--- config.mk ---
export PLATFORM = sky130hd
export DESIGN_NAME = counter_cmd_arbiter
export DESIGN_NICKNAME = d
export VERILOG_FILES = /design/src/rtl/counter_cmd_arbiter.sv
export SDC_FILE = /design/constraint.sdc
export NUM_CORES = 1
export LEC_CHECK = 0
export BUFFER_PORTS_ARGS = -buffer_cell sky130_fd_sc_hd__buf_2
export CORE_MARGIN = 2
export CORE_UTILIZATION = 43
export CTS_BUF_LIST = sky130_fd_sc_hd__clkbuf_16
export CTS_CLUSTER_SIZE = 20
export DETAILED_ROUTE_END_ITERATION = 7
export PLACE_DENSITY = 0.83
export REMOVE_ABC_BUFFERS = 1
export SYNTH_ARGS = -nofsm -noshare
export SYNTH_HDL_FRONTEND = slang
export SYNTH_SLANG_ARGS = --single-unit
--- constraint.sdc ---
create_clock -name clk -period 2.1 [get_ports clk]
set_clock_uncertainty 0.05 [all_clocks]
set_input_delay 0.21 -clock clk [delete_from_list [all_inputs] [get_ports clk]]
set_output_delay 0.21 -clock clk [all_outputs]
set_load 0.03 [all_outputs]
--- src/rtl/counter_cmd_arbiter.sv ---
// Round-robin arbiter that shares one external W-bit counter between NREQ requesters.
// Define SATURATE_EN to suppress INC at all-ones and flag it with rsp_sat.
module counter_cmd_arbiter #(
  parameter int NREQ = 4,
  parameter int W    = 8,
  parameter int IDW  = 2
) (
  input  logic              clk,
  input  logic              reset,
  input  logic [NREQ-1:0]   req_valid,
  input  logic [2*NREQ-1:0] req_op,
  input  logic [W*NREQ-1:0] req_data,
  output logic [NREQ-1:0]   req_ready,
  output logic              cnt_reset,
  output logic              cnt_load,
  output logic              cnt_enable,
  output logic [W-1:0]      cnt_data,
  input  logic [W-1:0]      cnt_value,
  output logic              rsp_valid,
  input  logic              rsp_ready,
  output logic [IDW-1:0]    rsp_id,
  output logic [W-1:0]      rsp_count,
  output logic              rsp_sat
);

  localparam logic [1:0] OP_READ  = 2'b00;
  localparam logic [1:0] OP_INC   = 2'b01;
  localparam logic [1:0] OP_LOAD  = 2'b10;
  localparam logic [1:0] OP_CLEAR = 2'b11;
  localparam int         NEXT     = 1 << IDW;

  typedef enum logic [1:0] {S_IDLE, S_ISSUE, S_UPDATE, S_RESP} state_t;

  state_t         state_q, state_d;
  logic [IDW-1:0] ptr_q, ptr_d;
  logic [IDW-1:0] id_q, id_d;
  logic [1:0]     op_q, op_d;
  logic [W-1:0]   data_q, data_d;
  logic [W-1:0]   count_q, count_d;
  logic           sat_q, sat_d;

  logic [NEXT-1:0] valid_ext;
  logic [IDW-1:0]  cand;
  logic [IDW-1:0]  gnt;
  logic            found;
  logic [NREQ-1:0] gnt_onehot;
  logic [1:0]      gnt_op;
  logic [W-1:0]    gnt_data;

  // Padding to 2**IDW lets the rotating search index with a full IDW-bit value.
  assign valid_ext = NEXT'(req_valid);

  always_comb begin
    cand       = '0;
    gnt        = '0;
    found      = 1'b0;
    gnt_onehot = '0;
    gnt_op     = OP_READ;
    gnt_data   = '0;
    for (int k = 1; k <= NREQ; k++) begin
      cand = IDW'((int'(ptr_q) + k) % NREQ);
      if (!found && valid_ext[cand]) begin
        found = 1'b1;
        gnt   = cand;
      end
    end
    for (int i = 0; i < NREQ; i++) begin
      if (found && gnt == IDW'(i)) begin
        gnt_onehot[i] = 1'b1;
        gnt_op        = req_op[2*i +: 2];
        gnt_data      = req_data[W*i +: W];
      end
    end
  end

  always_comb begin
    state_d    = state_q;
    ptr_d      = ptr_q;
    id_d       = id_q;
    op_d       = op_q;
    data_d     = data_q;
    count_d    = count_q;
    sat_d      = sat_q;
    req_ready  = '0;
    cnt_reset  = 1'b0;
    cnt_load   = 1'b0;
    cnt_enable = 1'b0;
    cnt_data   = '0;
    rsp_valid  = 1'b0;
    rsp_sat    = 1'b0;
    case (state_q)
      S_IDLE: begin
        if (found) begin
          // A grant offered while reset is low would be lost, so it is withheld.
          req_ready = gnt_onehot & {NREQ{reset}};
          state_d   = S_ISSUE;
          ptr_d     = gnt;
          id_d      = gnt;
          op_d      = gnt_op;
          data_d    = gnt_data;
`ifdef SATURATE_EN
          sat_d     = (gnt_op == OP_INC) && (cnt_value == {W{1'b1}});
`else
          sat_d     = 1'b0;
`endif
        end
      end
      S_ISSUE: begin
        case (op_q)
          OP_CLEAR: cnt_reset = 1'b1;
          OP_LOAD: begin
            cnt_load = 1'b1;
            cnt_data = data_q;
          end
          OP_INC:   cnt_enable = !sat_q;
          default:  ;
        endcase
        state_d = S_UPDATE;
      end
      S_UPDATE: begin
        count_d = cnt_value;
        state_d = S_RESP;
      end
      S_RESP: begin
        rsp_valid = 1'b1;
        rsp_sat   = sat_q;
        if (rsp_ready) state_d = S_IDLE;
      end
      default: state_d = S_IDLE;
    endcase
  end

  always_ff @(posedge clk) begin
    if (!reset) begin
      state_q <= S_IDLE;
      ptr_q   <= IDW'(NREQ - 1);
      id_q    <= '0;
      op_q    <= OP_READ;
      data_q  <= '0;
      count_q <= '0;
      sat_q   <= 1'b0;
    end else begin
      state_q <= state_d;
      ptr_q   <= ptr_d;
      id_q    <= id_d;
      op_q    <= op_d;
      data_q  <= data_d;
      count_q <= count_d;
      sat_q   <= sat_d;
    end
  end

  assign rsp_id    = id_q;
  assign rsp_count = count_q;

endmodule

-- Word level (Yosys, flattened, before mapping)
Cells that the tools add are included.
- logic and storage cells: 82
- register bits: 24
- output and inout bits: 27
- input port bits: 55
- $add $sub $neg: 4
- reductions and logical operators: 14
- eq/ne operators: 11
- bitwise logic cells: 1
- multiplexer cells: 42
- order comparisons: 4
- operator list (operator ; number):
    $mux 8 ; 6
    $mux 2 ; 10
    $mux 1 ; 19
    $eq 2x2->1 const B ; 6
    $lt 2x3->1 const B ; 4
    $bmux 1 s2 ; 4
    $mux 4 ; 2
    $pmux 2 s4 ; 1
    $logic_and 1x1->1 ; 7
    $eq 2x1->1 const B ; 3
    $add 2x1->2 const B ; 2
    $add 2x2->2 const B ; 2
    $and 4x4->4 ; 1
    $logic_not 2->1 ; 2
    $ne 2x2->1 const B ; 2
    $reduce_and 2->1 ; 2
    $logic_not 1->1 ; 3

-- Logic depth before layout (Yosys ltp)
- depth in word-level cells: 19
- depth in mapped cells: 8
- gate-level depth less buffers: 6

-- Worst setup path before layout
Ideal clock, no wire load.
- path kind: register to output
- start: register state_q[1]
- end: output cnt_data[0]
- data required time: 1840 ps
- buffers on the path: 0
- data arrival time: 1565 ps
- stages on the path, launching flop included: 6
- path slack: 275 ps
- cells stage by stage: dfxtp_1 > inv_1 > ha_1 > nand2_1 > nor2_1 > and2_1
- cells in the longest elaborated chain, start to end: 2
- RTL lines (what ; line ; source):
    start, declared ; 34 ; state_t state_q, state_d;
    start signal, assigned ; 143 ; state_q <= state_d;
    $eq 2x1->1 ; 91 ; case (state_q)
    $mux 8 ; 91 ;
    end, declared ; 17 ; output logic [W-1:0] cnt_data,
Every way passes these cells.

-- Worst setup path after layout
- start: register state_q[1]
- end: output req_ready[1]
- cells in the longest elaborated chain, start to end: 2
- RTL lines (what ; line ; source):
    $logic_not 2->1 ; 91 ;
    $mux 4 ; 91 ;
    end, declared ; 13 ; output logic [NREQ-1:0] req_ready,
Every way passes these cells.

==> results.cfg <==
[synthesis]
synth-seq-cells = 24
netlist_instances = 177
synth_area_per_cell_um2 = 9.10
synth-edff-count = 0
synthDistinctLibCells = 45
synth-seq-area-share = 0.298
synthTopCellsByCount = dfxtp_1, nand2_1, nor2_1
ys_warn_count = 0
async_flop_share = 0
ys_dominant_reg_cell = dfxtp_1
synthTopCellsByArea = dfxtp_1, a211oi_2, a221oi_2, mux2i_1, o221ai_1
yosysTopAreaCellShare = 0.298
synth_area_leader_cell = dfxtp_1
yosysMostFrequentCell = dfxtp_1
synthesis.area_mm2 = 0.00161

[drt]
post_drt_wl_per_cell_um = 14.1
drc = 0
drtIter0Drc = 54
wl_mm = 4.21
firstDrtPassIters = 4
via_per_inst = 5.48
vias = 1638
ant_nets = 0

[clocking]
clock-root-buffer = clkbuf_16
htree_num_levels = 1
ctsResizeCount = 0
clock_path_buffers = 2
clk_pin_slew_ns = 0.06
cts_hold_buf = 0
post-cts-setup-buffer-count = 0
clkSinkCount = 24
numCtsBuffers = 3
cts_tree = done
clk_latency_ns = 0.25

[worst_setup_path]
crit_required_ns = 1.84
cp_top_family = simple AND/OR/NAND/NOR gates
arrival_ns = 1.70
path_max_fanout = 8
slowest_stage = ha_1
path_cells = inv_1, ha_1, nand2_1, nor3_1, buf_2
critPathBufInv = 2
start_kind = register
max_stage_delay_ns = 0.36
path_class = reg2out
timing.rr.start = state_q[1]
worstSetupStartpoint = state_q[1]
cp-end-kind = output port

[sta]
setup_viol = 0
worst_hold_slack_ns = 0.164
maxSlewViolCount = 0
fmax_mhz = 510
hold_viol = 0
tightestPinTransition_ns = 0.527
slew_headroom = 0.649
period_needed_ns = 1.96
fin_crit_sh = 0.933
rsz0062_at_grt = no
tns_ns = 0

[place]
place_hpwl_mm = 3.23
place_congestion = 0.827
port-buffer-count = 80

[die]
ioPinCount = 82
num_rows = 22
die-area_mm2 = 0.00425
start_util = 0.444
design.core.area_mm2 = 0.00363
fp.dieW_um = 65.2
die_h_um = 65.2

[pwr]
total_power_uw = 2550
powerDensity_mw_per_mm2 = 1220
p_leak_uw = 0.000952
irDropWorstVdd_v = 0.000786

[job]
drv_cap = 0

[grt]
grt_pass1_vias = 1412
grt_pass1_wl_mm = 6.60
grt_util_all_layers = 0.201
antenna_found_initial = 0
gr-total-overflow = 0
grt_start_max_net_pins = 26

[cells_and_area]
area_growth_pct = 30.4
drive_gt1_frac = 0.466
diodes = 0
final_net_count = 312

[status]
outcome = complete, no violations

[hold_path]
min_path_type = in2reg
holdCritStartpoint = req_data[15]
[flip-flops by register name, indices dropped and copies added (netlist names)]
name,count
data_q,8
op_q,2
ptr_q,2
rsp_count,8
rsp_id,2
state_q,2
[final timing paths]
kind,endpoint,slack [ns],depth (start not counted)
hold / removal,data_q[7],0.16,3
setup / recovery,req_ready[1],0.14,5
setup reg to reg,data_q[0],0.21,6
hold reg to reg,rsp_id[1],0.42,2
[metal layers]
metal,global-route usage,share of wire
met5,0,0
met4,0.0547,0.0074
met3,0.0531,0.079
met2,0.335,0.47
met1,0.257,0.45
[cell usage in the layout, fill, tap and decap left out, types with 2 or more instances in the layout]
| cell type | netlist | layout |
|---|---|---|
| buf_2 | 3 | 80 |
| dfxtp_1 | 24 | 24 |
| nand2_1 | 20 | 20 |
| nor2_1 | 19 | 18 |
| nor2b_1 | 10 | 10 |
| o221ai_1 | 9 | 9 |
| a211oi_2 | 9 | 9 |
| and2_1 | 8 | 8 |
| mux2i_1 | 8 | 8 |
| a221oi_2 | 7 | 7 |
| nand2b_1 | 4 | 4 |
| a21oi_1 | 4 | 4 |
| ha_1 | 4 | 4 |
| buf_4 | 4 | 4 |
| nor2_2 | 2 | 3 |
| inv_1 | 3 | 3 |
| o21ai_0 | 3 | 3 |
| clkbuf_16 | 0 | 3 |
| o22ai_1 | 2 | 2 |
| a21oi_2 | 2 | 2 |
| o211ai_1 | 2 | 2 |
| a31oi_1 | 2 | 2 |
| a221oi_1 | 2 | 2 |
[stage by stage]
stage / std cells / utilization / setup WS, ns / instance area, um^2
after floorplan: 164 / - / 0.260 / 1530
after global placement: 296 / 0.555 / 0.209 / 2020
after detailed placement: 296 / 0.555 / 0.136 / 2020
after CTS: 299 / 0.575 / 0.0259 / 2090
after global routing: 299 / 0.578 / 0.0272 / 2100
final: 299 / 0.578 / 0.140 / 2100
[power by group]
part	internal (uW)	total, uW	switching (uW)
Sequential	617	767	149
Clock	252	401	150
Combinational	556	1390	829
[worst reg2reg max path: cells and delay by family, from the launching register on]
kind | cells | cell delay [ns]
AO/OA/AOI/OAI | 3 | 0.67
flip-flops | 1 | 0.32
AND/OR/NAND/NOR | 1 | 0.28
buffers and inverters | 1 | 0.10
adder cells (fa/ha/maj) | 1 | 0.36
[cell type report]
cell class / instances / area, um^2
inverter: 4 / 15.0
tap: 48 / 60.1
fill: 358 / 1530
sequential: 24 / 480
timing repair buffer: 84 / 430
clock buffer: 3 / 75.1
multi-input combinational: 136 / 1040
[cell families after synthesis]
family / synth area share
adder cells (fa/ha/maj): 0.0311
AND/OR/NAND/NOR: 0.245
other: 0.00233
AO/OA/AOI/OAI: 0.311
flip-flops: 0.298
multiplexers: 0.0497
buffers and inverters: 0.0629
(Power assumes the default switching activity.)
